[config.mk]
export PLATFORM = sky130hd
export DESIGN_NAME = sprite_renderer
export DESIGN_NICKNAME = d
export VERILOG_FILES = /design/src/rtl/sprite_renderer.sv
export SDC_FILE = /design/constraint.sdc
export NUM_CORES = 1
export LEC_CHECK = 0
export BUFFER_PORTS_ARGS = -buffer_cell sky130_fd_sc_hd__buf_4
export CAP_MARGIN = 20
export CORE_MARGIN = 5
export CORE_UTILIZATION = 54
export DETAILED_ROUTE_END_ITERATION = 8
export HOLD_SLACK_MARGIN = 0.03
export PLACE_DENSITY = 0.85
export SETUP_SLACK_MARGIN = 0.3
export SYNTH_ARGS = -nofsm -noshare
export SYNTH_HDL_FRONTEND = slang
export SYNTH_SLANG_ARGS = --single-unit
[constraint.sdc]
create_clock -name clk -period 4.1 [get_ports clk]
set_input_delay 0.205 -clock clk [delete_from_list [all_inputs] [get_ports clk]]
set_output_delay 0.205 -clock clk [all_outputs]
set_load 0.005 [all_outputs]
[src/rtl/sprite_renderer.sv]
// Sprite compositing stage: generates sprite VRAM reads from VGA timing and
// overlays the returned word on the background with a fixed 3-clock latency.
module sprite_renderer #(
  parameter int unsigned DATA_WIDTH = 13,
  parameter int unsigned ADDR_WIDTH = 15,
  parameter int unsigned COORD_W    = 10,
  parameter int unsigned SPR_W      = 64,
  parameter int unsigned SPR_H      = 64,
  parameter int unsigned NUM_FRAMES = 8,
  parameter int unsigned FRAME_DIV  = 6,
  parameter int unsigned V_ACTIVE   = 480
) (
  input  logic                  clk,
  input  logic                  rst_n,
  input  logic [COORD_W-1:0]    hcount,
  input  logic [COORD_W-1:0]    vcount,
  input  logic                  hsync_in,
  input  logic                  vsync_in,
  input  logic                  blank_in,
  input  logic [11:0]           bg_rgb,
  input  logic [COORD_W-1:0]    sprite_x,
  input  logic [COORD_W-1:0]    sprite_y,
  input  logic                  sprite_on,
  input  logic                  anim_run,
  output logic                  vram_en,
  output logic [ADDR_WIDTH-1:0] vram_addr,
  input  logic [DATA_WIDTH-1:0] vram_data,
  output logic [11:0]           rgb_out,
  output logic                  hsync_out,
  output logic                  vsync_out,
  output logic                  blank_out
);

  localparam int unsigned CW1     = COORD_W + 1;
  localparam int unsigned DIV_W   = (FRAME_DIV > 1) ? $clog2(FRAME_DIV) : 1;
  localparam int unsigned FRM_W   = (NUM_FRAMES > 1) ? $clog2(NUM_FRAMES) : 1;
  localparam int unsigned SPR_PIX = SPR_W * SPR_H;
  localparam int unsigned OPQ_BIT = DATA_WIDTH - 1;

  // Per-frame shadow of the sprite request and animation state
  logic [COORD_W-1:0] sx_q, sy_q;
  logic               on_q;
  logic [FRM_W-1:0]   frame_q;
  logic [DIV_W-1:0]   div_q;

  // Sync/blank/background delay line (stages 1 and 2)
  logic [11:0] bg_d1, bg_d2;
  logic        hs_d1, hs_d2, vs_d1, vs_d2, bl_d1, bl_d2;

  logic                  frame_latch_c;
  logic                  in_box_c;
  logic [CW1-1:0]        h_ext_c, v_ext_c, x_hi_c, y_hi_c, col_off_c, row_off_c;
  logic [ADDR_WIDTH-1:0] addr_c;

  assign frame_latch_c = (hcount == '0) && (vcount == COORD_W'(V_ACTIVE));

  // Hit test against the latched box at one extra bit so the right/bottom edge never wraps
  always_comb begin
    h_ext_c   = {1'b0, hcount};
    v_ext_c   = {1'b0, vcount};
    x_hi_c    = {1'b0, sx_q} + CW1'(SPR_W);
    y_hi_c    = {1'b0, sy_q} + CW1'(SPR_H);
    col_off_c = h_ext_c - {1'b0, sx_q};
    row_off_c = v_ext_c - {1'b0, sy_q};
    in_box_c  = on_q && !blank_in &&
                (h_ext_c >= {1'b0, sx_q}) && (h_ext_c < x_hi_c) &&
                (v_ext_c >= {1'b0, sy_q}) && (v_ext_c < y_hi_c);
    addr_c    = ADDR_WIDTH'(32'(frame_q) * 32'(SPR_PIX) +
                            32'(row_off_c) * 32'(SPR_W) + 32'(col_off_c));
  end

  // Latch position at the start of vertical blank and step the animation divider
  always_ff @(posedge clk or negedge rst_n) begin
    if (!rst_n) begin
      sx_q    <= '0;
      sy_q    <= '0;
      on_q    <= 1'b0;
      frame_q <= '0;
      div_q   <= '0;
    end else if (frame_latch_c) begin
      sx_q <= sprite_x;
      sy_q <= sprite_y;
      on_q <= sprite_on;
      if (anim_run) begin
        if (div_q == DIV_W'(FRAME_DIV - 1)) begin
          div_q   <= '0;
          frame_q <= (frame_q == FRM_W'(NUM_FRAMES - 1)) ? '0 : frame_q + FRM_W'(1);
        end else begin
          div_q <= div_q + DIV_W'(1);
        end
      end
    end
  end

  // Stage 1: issue the VRAM read and start the timing delay line
  always_ff @(posedge clk or negedge rst_n) begin
    if (!rst_n) begin
      vram_en   <= 1'b0;
      vram_addr <= '0;
      bg_d1     <= '0;
      hs_d1     <= 1'b1;
      vs_d1     <= 1'b1;
      bl_d1     <= 1'b1;
    end else begin
      vram_en   <= in_box_c;
      vram_addr <= in_box_c ? addr_c : '0;
      bg_d1     <= bg_rgb;
      hs_d1     <= hsync_in;
      vs_d1     <= vsync_in;
      bl_d1     <= blank_in;
    end
  end

  // Stage 2: hold timing while the VRAM performs its registered read
  always_ff @(posedge clk or negedge rst_n) begin
    if (!rst_n) begin
      bg_d2 <= '0;
      hs_d2 <= 1'b1;
      vs_d2 <= 1'b1;
      bl_d2 <= 1'b1;
    end else begin
      bg_d2 <= bg_d1;
      hs_d2 <= hs_d1;
      vs_d2 <= vs_d1;
      bl_d2 <= bl_d1;
    end
  end

  // Stage 3: composite opaque sprite texels over the background, black in blanking
  always_ff @(posedge clk or negedge rst_n) begin
    if (!rst_n) begin
      rgb_out   <= '0;
      hsync_out <= 1'b1;
      vsync_out <= 1'b1;
      blank_out <= 1'b1;
    end else begin
      rgb_out   <= bl_d2 ? 12'h000 : (vram_data[OPQ_BIT] ? vram_data[11:0] : bg_d2);
      hsync_out <= hs_d2;
      vsync_out <= vs_d2;
      blank_out <= bl_d2;
    end
  end

endmodule

==> results of run 1 <==
worst max path at each step:
stage,from,endpoint,slack [ns]
6_report,sx_q[0],vram_addr[14],0.47
3_3_place_gp,hcount[0],vram_addr[14],0.33
3_5_place_dp,hcount[0],vram_addr[14],0.28
5_1_grt,sx_q[0],vram_addr[14],0.28
4_1_cts,sx_q[0],vram_addr[14],0.31
2_1_floorplan,sx_q[0],vram_addr[14],0.57
per-stage QoR:
stage	hold slack [ns]	util [%]	instance area, um2	cells
global route	0.0424	71.0	5770	634
floorplan	-0.0906	-	4440	400
CTS	0.0311	69.9	5690	629
finish	0.0408	71.0	5770	634
detailed placement	0.315	65.2	5300	598
global placement	0.315	65.2	5300	598
cell type report:
| class | count | area share [%] |
|---|---|---|
| Clock inverter | 7 | 1.95 |
| Timing Repair Buffer | 123 | 17.0 |
| Tap cell | 105 | 2.28 |
| Inverter | 34 | 2.21 |
| Clock buffer | 9 | 2.15 |
| Sequential cell | 88 | 38.3 |
| Multi-Input combinational cell | 268 | 36.0 |
critical path, cell delays in order (launching register included):
cell and delay [ns]:
dfrtp_1 0.37, ha_2 0.21, inv_1 0.06, fa_1 0.40
a21o_1 0.19, a21oi_2 0.18, o21bai_1 0.11, a2111oi_2 0.37
nor3_2 0.09, xor2_1 0.15, ha_1 0.33, nor2b_2 0.18
o31a_1 0.27, o211a_1 0.21, nand3_1 0.10, nand3_1 0.10
a221oi_2 0.24
placed cells by master, fill, tap and decap left out, types with 9 or more instances in the layout:
master         netlist  routed
inv_1               34      34
clkbuf_8             0       9
nand3_1             11      11
o21ai_0             26      26
dfrtp_1             79      79
dlygate4sd3_1        0      16
a21oi_1             15      14
a21o_1              12      12
nor2_1              22      22
buf_4                0     106
xor2_1              10      10
ha_1                39      38
dfstp_2              9       9
xnor2_1             14      14
mux2i_1             12      12
nand2_1             28      28
a211oi_1            14      14
flip-flops by register name, indices dropped and copies added (netlist names):
register / count
vram_addr: 15
bg_d1: 12
bg_d2: 12
rgb_out: 12
sx_q: 10
sy_q: 10
div_q: 3
frame_q: 3
bl_d1: 1
bl_d2: 1
blank_out: 1
hs_d1: 1
hs_d2: 1
hsync_out: 1
on_q: 1
vram_en: 1
vs_d1: 1
vs_d2: 1
vsync_out: 1
kinds of logic (layout without fill, tap and decap cells):
kind of cell,count (synthesis),after routing,share of synthesized area [%]
mux,18,18,4.22
flops,88,88,49.8
simple gates,94,94,10.8
buf+inv,44,173,4.08
compound gates,90,90,14.0
fa+ha+maj,42,42,12.3
xor+xnor,24,24,4.73
power breakdown:
part / switching, mW / leakage (nW) / internal [mW] / total [mW]
Combinational: 0.107 / 1.73 / 0.122 / 0.229
Clock: 0.339 / 0.115 / 0.357 / 0.696
Sequential: 0.00877 / 1.04 / 0.895 / 0.903
Total: 0.455 / 2.88 / 1.37 / 1.83
metal layers:
metal	vias up	GRT usage, %
met3	11	3.04
met2	80	33.1
met1	1630	27.3
met4	0	6.94
li1	1652	-
met5	-	0
what timing repair did:
item,CTS,global route
hold endpoints to repair,15,37
gates resized for setup,0,7
setup buffers,0,2
hold buffers,15,1
setup endpoints to repair,0,3
==> results.py, run 1 <==
metrics = {
    "timing": {
        "finalHoldViolCount": 0,
        "setup_slack_ns": 0.473,
        "fin_crit_ns": 3.63,
        "fin_skew_ns": 0.00838,
        "fin_setup_tns_ns": 0,
        "worstMarginPinSlew_ns": 0.731,
        "max_freq_mhz": 276,
        "finalMaxSlewViolations": 0,
        "relSlewSlack_pct": 51.2,
        "grt_setup_unrepaired": "no",
        "period_share_pct": 88.5,
        "setup_viol": 0,
    },
    "min_path": {
        "min_to": "sy_q[4]",
        "min_path_cells": 3,
        "hp-class": "in -> reg",
        "worstHoldStart": "sprite_y[4]",
    },
    "floorplanning": {
        "die_h_um": 101,
        "initial_core_util_pct": 54.6,
        "die_w_um": 101,
        "die_area_um2": 10100,
        "core_area_um2": 8130,
        "pin_count": 103,
        "fp-row-count": 33,
    },
    "global_route": {
        "grt_start_max_net_pins": 89,
        "antenna_found_initial": 0,
        "grt_pass1_wl_mm": 16.0,
        "grt_pass1_vias": 3374,
        "gr-total-overflow": 0,
        "grtUsageTotal_pct": 20.1,
    },
    "placed_design": {
        "preCtsSetupSlack_ns": 0.278,
        "io_buffers": 102,
        "hpwl_mm": 7.41,
        "gp_congestion": 0.864,
    },
    "final_layout": {
        "n_antenna_cell": 0,
        "area_delta_synth_final_pct": 29.9,
        "drive_above_1_share_pct": 29.7,
        "multi_input_area_um2": 2080,
        "num-fill-cells": 574,
        "seq_area_um2": 2210,
        "nets": 638,
    },
    "pwr": {
        "peakVddDrop_mv": 0.203,
        "leakagePower_nw": 2.88,
        "p_per_area_nw_per_um2": 317,
        "power_mw": 1.83,
    },
    "worst_setup_path": {
        "cp_max_fo": 4,
        "rr_endpoint": "vram_addr[14]",
        "end_kind": "flop",
        "ff2ff_setup_slack_ns": 0.47,
        "cp-start-kind": "flop",
        "worst_r2r_path_depth": 16,
        "arrival_ns": 3.90,
        "critical_path_required_ns": 4.37,
        "timing.rr.start": "sx_q[0]",
        "path_class": "reg -> reg",
    },
    "drt": {
        "routed_via_density": 5.32,
        "drt_iter0_drc": 113,
        "drt_wl_total_mm": 10.1,
        "detail-route-antenna-nets": 0,
        "drt-met1-wl_mm": 4.29,
        "wl_met2_mm": 5.11,
        "wl_per_cell_um": 15.9,
        "dr.pass1.iters": 4,
        "met3_length_um": 525,
        "vias": 3373,
        "highest-signal-layer": "met4",
        "drc_errors": 0,
    },
    "clocking": {
        "h-tree-depth": 3,
        "clk_pin_slew_worst_paths_ns": 0.09,
        "clkSinkCount": 88,
        "cts_tree": "done",
        "numCtsBuffers": 9,
        "clk_path_buf_depth": 2,
        "root_buffer": "clkbuf_8",
        "clock_latency_ns": 0.36,
    },
    "outcome": {
        "status": "complete, no violations",
    },
    "yosys": {
        "ys.warnings.count": 0,
        "syn_area_per_cell_um2": 11.1,
        "synthCells": 400,
        "ys_ff_latch": 88,
        "synth_area_leaders": "dfrtp_1 (44%), ha_1 (11%), dfstp_2 (5.3%)",
        "yosysTopAreaCellShare_pct": 44.5,
        "ys_top_cells_by_count": "dfrtp_1 (79), ha_1 (39), inv_1 (34)",
        "async_flop_share_pct": 100,
        "syn_area_um2": 4440,
        "synth-edff-count": 0,
        "synth_cell_types": 52,
        "yosysSeqAreaShare_pct": 49.8,
        "synthFlopType": "dfrtp_1",
        "yosysMostFrequentCell": "dfrtp_1",
        "synth.net_count": 514,
        "yosys.area.top_type": "dfrtp_1",
    },
    "run": {
        "max_cap_violations": 0,
    },
}
(Power assumes the default switching activity.)
==> run 2, diff against run 1 <==
--- a/config.mk
+++ b/config.mk
@@ -7,7 +7,7 @@
 export LEC_CHECK = 0
 export BUFFER_PORTS_ARGS = -buffer_cell sky130_fd_sc_hd__buf_4
 export CAP_MARGIN = 20
-export CORE_MARGIN = 5
+export CORE_MARGIN = 10
 export CORE_UTILIZATION = 54
 export DETAILED_ROUTE_END_ITERATION = 8
 export HOLD_SLACK_MARGIN = 0.03
==> run 2 against run 1 <==
Via count increased by 1.6%; sequential cell count is the same; die area grew 21%; worst hold slack worse by 0.0063 ns; setup slack better by 0.013 ns; register-to-register slack about the same; routed wire length increased by 9.9%; count of clock-buffer cells in the layout increased by 1; sequential power is essentially flat; core utilization grew 0.64 points; critical path type unchanged; critical endpoint unchanged; largest cell class unchanged.
==> results.py, run 2 (synthesized netlist as in run 1, its figures left out) <==
metrics = {
    "floorplanning": {
        "pin_count": 103,
        "die_area_um2": 12300,
        "die_h_um": 111,
        "die_w_um": 111,
        "fp-row-count": 33,
        "initial_core_util_pct": 54.9,
        "core_area_um2": 8090,
    },
    "final_layout": {
        "top_register": "vram_addr",
        "largest_reg_flops": 15,
        "final_cell_mix": "buf_4 (106), dfrtp_1 (79), ha_1 (37)",
        "nets": 638,
        "layout_commonest_cell": "buf_4",
        "area_delta_synth_final_pct": 30.4,
        "stdcell_count": 634,
        "drive_above_1_share_pct": 30.2,
        "final_area_um2": 5800,
        "num-fill-cells": 583,
        "n_antenna_cell": 0,
        "post-route-util_pct": 71.6,
    },
    "clocking": {
        "clkSinkCount": 88,
        "numCtsBuffers": 9,
        "clk_pin_slew_worst_paths_ns": 0.10,
        "h-tree-depth": 3,
        "clk_path_buf_depth": 2,
        "cts_tree": "done",
        "clock_latency_ns": 0.36,
        "root_buffer": "clkbuf_8",
    },
    "global_route": {
        "antenna_found_initial": 0,
        "grt_start_max_net_pins": 89,
        "grtUsageTotal_pct": 17.3,
        "gr-total-overflow": 0,
        "grt_pass1_wl_mm": 17.4,
        "grt_pass1_vias": 3445,
    },
    "worst_setup_path": {
        "cp-start-kind": "flop",
        "path_class": "reg -> reg",
        "arrival_ns": 3.89,
        "end_kind": "flop",
        "critical_path_required_ns": 4.38,
        "cp_max_fo": 4,
    },
    "drt": {
        "dr.pass1.iters": 4,
        "drc_errors": 0,
        "routed_via_density": 5.41,
        "vias": 3427,
        "wl_per_cell_um": 17.4,
        "detail-route-antenna-nets": 0,
        "drt_iter0_drc": 153,
        "drt_wl_total_mm": 11.1,
    },
    "placed_design": {
        "placed_cell_area_um2": 5300,
        "hpwl_mm": 8.00,
        "io_buffers": 102,
        "gp_congestion": 0.875,
        "placedCellCount": 598,
    },
    "timing": {
        "fin_crit_ns": 3.61,
        "finalHoldViolCount": 0,
        "fin_skew_ns": 0.00947,
        "worstMarginPinSlew_ns": 0.759,
        "grt_setup_unrepaired": "no",
        "relSlewSlack_pct": 49.3,
        "max_freq_mhz": 277,
        "fin_setup_tns_ns": 0,
        "setup_viol": 0,
        "finalMaxSlewViolations": 0,
        "period_share_pct": 88.1,
    },
    "pwr": {
        "leakagePower_nw": 2.89,
        "intPower_mw": 1.39,
        "p_sw_uw": 457,
        "p_per_area_nw_per_um2": 318,
        "pwr-share-comb_pct": 12.8,
        "clkPwrFrac_pct": 38.3,
        "sw_frac_of_total_pct": 24.8,
        "sequentialPowerShare_pct": 48.9,
        "peakVddDrop_mv": 0.187,
    },
    "outcome": {
        "status": "complete, no violations",
    },
    "run": {
        "max_cap_violations": 0,
    },
    "min_path": {
        "hp-class": "in -> reg",
    },
}
## run 2: cell types whose count changed in the layout (fill, tap and decap cells not counted), sizes merged
cell,delta
clkbuf,+1
inv,-1
## run 2: power by group through the flow
stage / Sequential [mW] / Combinational [mW] / Clock (mW)
global route: 0.905 / 0.258 / 0.751
finish: 0.903 / 0.236 / 0.706
CTS: 0.903 / 0.223 / 0.711
floorplan: 0.918 / 0.0951 / 0
detailed placement: 0.920 / 0.208 / 0
global placement: 0.918 / 0.199 / 0
## run 2: final cells by class
class | count | area, um2 | area share, %
Timing Repair Buffer | 123 | 983 | 17.0
Multi-Input combinational cell | 268 | 2100 | 36.3
Tap cell | 105 | 131 | 2.27
Inverter | 34 | 128 | 2.20
Sequential cell | 88 | 2210 | 38.2
Clock inverter | 6 | 98.8 | 1.71
Clock buffer | 10 | 138 | 2.37
## run 2: path summary, 6_finish.rpt
check | end | startpoint | slack, ns | depth (start not counted)
worst max-delay path | vram_addr[14] | sx_q[0] | 0.49 | 16
worst min-delay path | sy_q[3] | sprite_y[3] | 0.03 | 3
worst max register to register | vram_addr[14] | sx_q[0] | 0.49 | 16
worst min register to register | bg_d2[4] | bg_d1[4] | 0.35 | 0
max in group asynchronous | vs_d1 | rst_n | 3.14 | 3
min in group asynchronous | vram_addr[14] | rst_n | 0.30 | 2
## run 2: worst max-delay path, stage by stage, from the launching register on
cell and delay (ns):
dfrtp_1 0.36, ha_2 0.21, inv_1 0.06, fa_1 0.40
a21o_1 0.19, a21oi_2 0.18, o21bai_2 0.11, a2111oi_4 0.32
nor3_2 0.11, xor2_1 0.15, ha_1 0.34, nor2b_2 0.19
o31a_1 0.27, o211a_1 0.21, nand3_1 0.09, nand3_1 0.10
a221oi_2 0.24
## run 2: repair_timing
action                                  4_1_cts  5_1_grt
resized for setup                             2        9
setup buffers                                 0        2
cloned                                        0        0
endpoints found under the hold margin        15       27
hold buffers                                 15        1
endpoints found under the setup margin        1        5
pin swaps                                     0        2
## run 2: routing by layer
metal	routed length, um	vias up	track usage, %	part of all wire [%]
met4	297	0	6.42	2.7
met1	4620	1641	20.3	42
met3	463	30	4.33	4.2
li1	-	1655	-	-
met5	0	-	0	0
met2	5670	101	29.9	51
## run 2: metrics by stage
stage / setup WS [ns] / hold slack [ns] / power, mW
6_report: 0.487 / 0.0345 / 1.84
3_3_place_gp: 0.389 / 0.315 / 1.12
2_1_floorplan: 0.567 / -0.0906 / 1.01
4_1_cts: 0.302 / 0.0300 / 1.84
5_1_grt: 0.324 / 0.0338 / 1.91
3_5_place_dp: 0.255 / 0.314 / 1.13
==> run 3, diff against run 2 <==
--- a/config.mk
+++ b/config.mk
@@ -11,7 +11,8 @@
 export CORE_UTILIZATION = 54
 export DETAILED_ROUTE_END_ITERATION = 8
 export HOLD_SLACK_MARGIN = 0.03
-export PLACE_DENSITY = 0.85
+export PLACE_DENSITY = 0.8
+export REMOVE_ABC_BUFFERS = 1
 export SETUP_SLACK_MARGIN = 0.3
 export SYNTH_ARGS = -nofsm -noshare
 export SYNTH_HDL_FRONTEND = slang
==> run 3 against run 2 <==
Combinational power decreased by 5%; setup slack better by 0.015 ns; die area is the same; worst hold slack gained 0.011 ns; global-route usage shrank 0.65 points; total power is 0.50% higher; critical path depth did not move; count of clock-buffer cells in the layout did not move; design area decreased by 0.67%; sequential share of layout area rose by 0.26 points; non-clock buffer count fell by 1; largest power group unchanged; highest routed layer unchanged.
==> results.py, run 3 (synthesized netlist as in run 1, its figures left out) <==
metrics = {
    "worst_setup_path": {
        "crit_path_max_incr_delay_ns": 0.36,
        "cp.buffers_inverters": 1,
        "cp_top_family": "compound AO/OA/AOI/OAI gates",
        "cp_cell_sequence": "ha_2, inv_1, fa_2, a21o_1, a21oi_2, o21bai_1, a2111oi_2, nor3_2, xor2_1, ha_1, nor2b_2, o31a_1, o211a_1, nand3_1, nand3_1, a221oi_2",
        "cp-start-kind": "flop",
        "path_class": "reg -> reg",
        "cp_slowest_cell": "dfrtp_1",
        "cp_max_fo": 4,
        "end_kind": "flop",
        "critPathMostFrequentCell": "nand3_1",
        "arrival_ns": 3.85,
        "critical_path_required_ns": 4.35,
    },
    "final_layout": {
        "drive_above_1_share_pct": 29.7,
        "layout_commonest_cell": "buf_4",
        "num-fill-cells": 627,
        "final_cell_mix": "buf_4 (106), dfrtp_1 (79), ha_1 (37)",
        "area_delta_synth_final_pct": 29.6,
        "n_antenna_cell": 0,
        "top_register": "vram_addr",
        "nets": 637,
        "largest_reg_flops": 15,
    },
    "timing": {
        "finalMaxSlewViolations": 0,
        "period_share_pct": 87.8,
        "fin_skew_ns": 0.0115,
        "setup_slack_ns": 0.502,
        "finalHoldViolCount": 0,
        "fin_setup_tns_ns": 0,
        "relSlewSlack_pct": 50.8,
        "worstMarginPinSlew_ns": 0.736,
        "max_freq_mhz": 278,
        "fin_crit_ns": 3.60,
        "grt_setup_unrepaired": "no",
        "setup_viol": 0,
    },
    "drt": {
        "wl_per_cell_um": 16.0,
        "drc_errors": 0,
        "dr.pass1.iters": 7,
        "drt_wl_total_mm": 10.2,
        "routed_via_density": 5.36,
        "detail-route-antenna-nets": 0,
        "drt_iter0_drc": 171,
        "vias": 3392,
    },
    "floorplanning": {
        "die_area_um2": 12300,
        "pin_count": 103,
        "fp-row-count": 33,
        "die_h_um": 111,
        "die_w_um": 111,
        "initial_core_util_pct": 54.9,
        "core_area_um2": 8090,
    },
    "clocking": {
        "clock_latency_ns": 0.36,
        "clk_pin_slew_worst_paths_ns": 0.09,
        "h-tree-depth": 3,
        "numCtsBuffers": 9,
        "cts_tree": "done",
        "clk_path_buf_depth": 2,
        "clkSinkCount": 88,
        "root_buffer": "clkbuf_8",
    },
    "placed_design": {
        "preCtsSetupSlack_ns": 0.231,
        "io_buffers": 102,
        "hpwl_mm": 7.69,
        "gp_congestion": 0.866,
    },
    "run": {
        "max_cap_violations": 0,
    },
    "global_route": {
        "grt_pass1_vias": 3516,
        "grt_pass1_wl_mm": 17.1,
        "grt_use_met3_pct": 3.08,
        "top_usage_layer": "met2",
        "met2_usage_pct": 28.8,
        "grt_start_max_net_pins": 55,
        "met1_usage_pct": 20.2,
        "gr-total-overflow": 0,
        "antenna_found_initial": 0,
        "grtUsageTotal_pct": 16.7,
    },
    "pwr": {
        "power_mw": 1.85,
        "leakagePower_nw": 2.86,
        "p_per_area_nw_per_um2": 322,
        "peakVddDrop_mv": 0.180,
    },
    "outcome": {
        "status": "complete, no violations",
    },
    "min_path": {
        "hp-class": "in -> reg",
    },
}
-- run 3: cell types whose count changed in the layout (fill, tap and decap cells not counted), sizes merged --
| cell | previous run | this run |
|---|---|---|
| buf | 107 | 106 |
| bufinv | 2 | 3 |
| clkinv | 1 | 0 |
-- run 3: per-layer routing --
metal	share of wire, %	vias up
met2	52	82
met3	3.1	18
met4	1.8	0
met5	0	-
li1	-	1654
met1	43	1638
-- run 3: through the flow --
stage / instance area, um2 / utilization, % / std cells / hold slack [ns]
3_3_place_gp: 5310 / 65.6 / 599 / 0.273
3_5_place_dp: 5310 / 65.6 / 599 / 0.296
4_1_cts: 5720 / 70.7 / 631 / 0.0369
2_1_floorplan: 4390 / - / 390 / -0.0906
5_1_grt: 5760 / 71.1 / 633 / 0.0539
6_report: 5760 / 71.1 / 633 / 0.0457
-- run 3: layout make-up --
cell class	instances	area [um2]	share of cell area, %
clock buffers	10	128	2.22
clock inverters	6	115	2.00
inverters	34	128	2.22
multi-input cells	268	2090	36.2
flip-flops and latches	88	2210	38.4
well taps	105	131	2.28
repair buffers	122	956	16.6
-- run 3: power breakdown --
group	internal (mW)	switching (mW)
logic	0.119	0.106
registers	0.894	0.00810
clock network	0.410	0.317
total	1.42	0.431
-- run 3: worst reg2reg max path, stage by stage, from the launching register on --
cell       delay [ns]
dfrtp_1          0.36
ha_2             0.21
inv_1            0.06
fa_2             0.35
a21o_1           0.18
a21oi_2          0.17
o21bai_1         0.11
a2111oi_2        0.35
nor3_2           0.11
xor2_1           0.16
ha_1             0.33
nor2b_2          0.17
o31a_1           0.27
o211a_1          0.22
nand3_1          0.10
nand3_1          0.10
a221oi_2         0.25
-- run 3: what timing repair did --
action                     in CTS  in global routing
buffers inserted                0                  1
pin swaps                       0                  2
gates resized for setup         4                  5
setup endpoints to repair       1                  3
hold buffers                   16                  0
hold endpoints to repair       62                  0
cloned                          0                  0
-- run 3: path summary, 6_finish.rpt --
kind	startpoint	end	slack, ns	cells after the start
max	sx_q[0]	vram_addr[14]	0.50	16
min	sprite_x[9]	sx_q[9]	0.05	3
max reg2reg	sx_q[0]	vram_addr[14]	0.50	16
min reg2reg	bg_d1[5]	bg_d2[5]	0.36	0
max in group asynchronous	rst_n	bl_d1	2.73	3
min in group asynchronous	rst_n	sy_q[8]	0.44	2
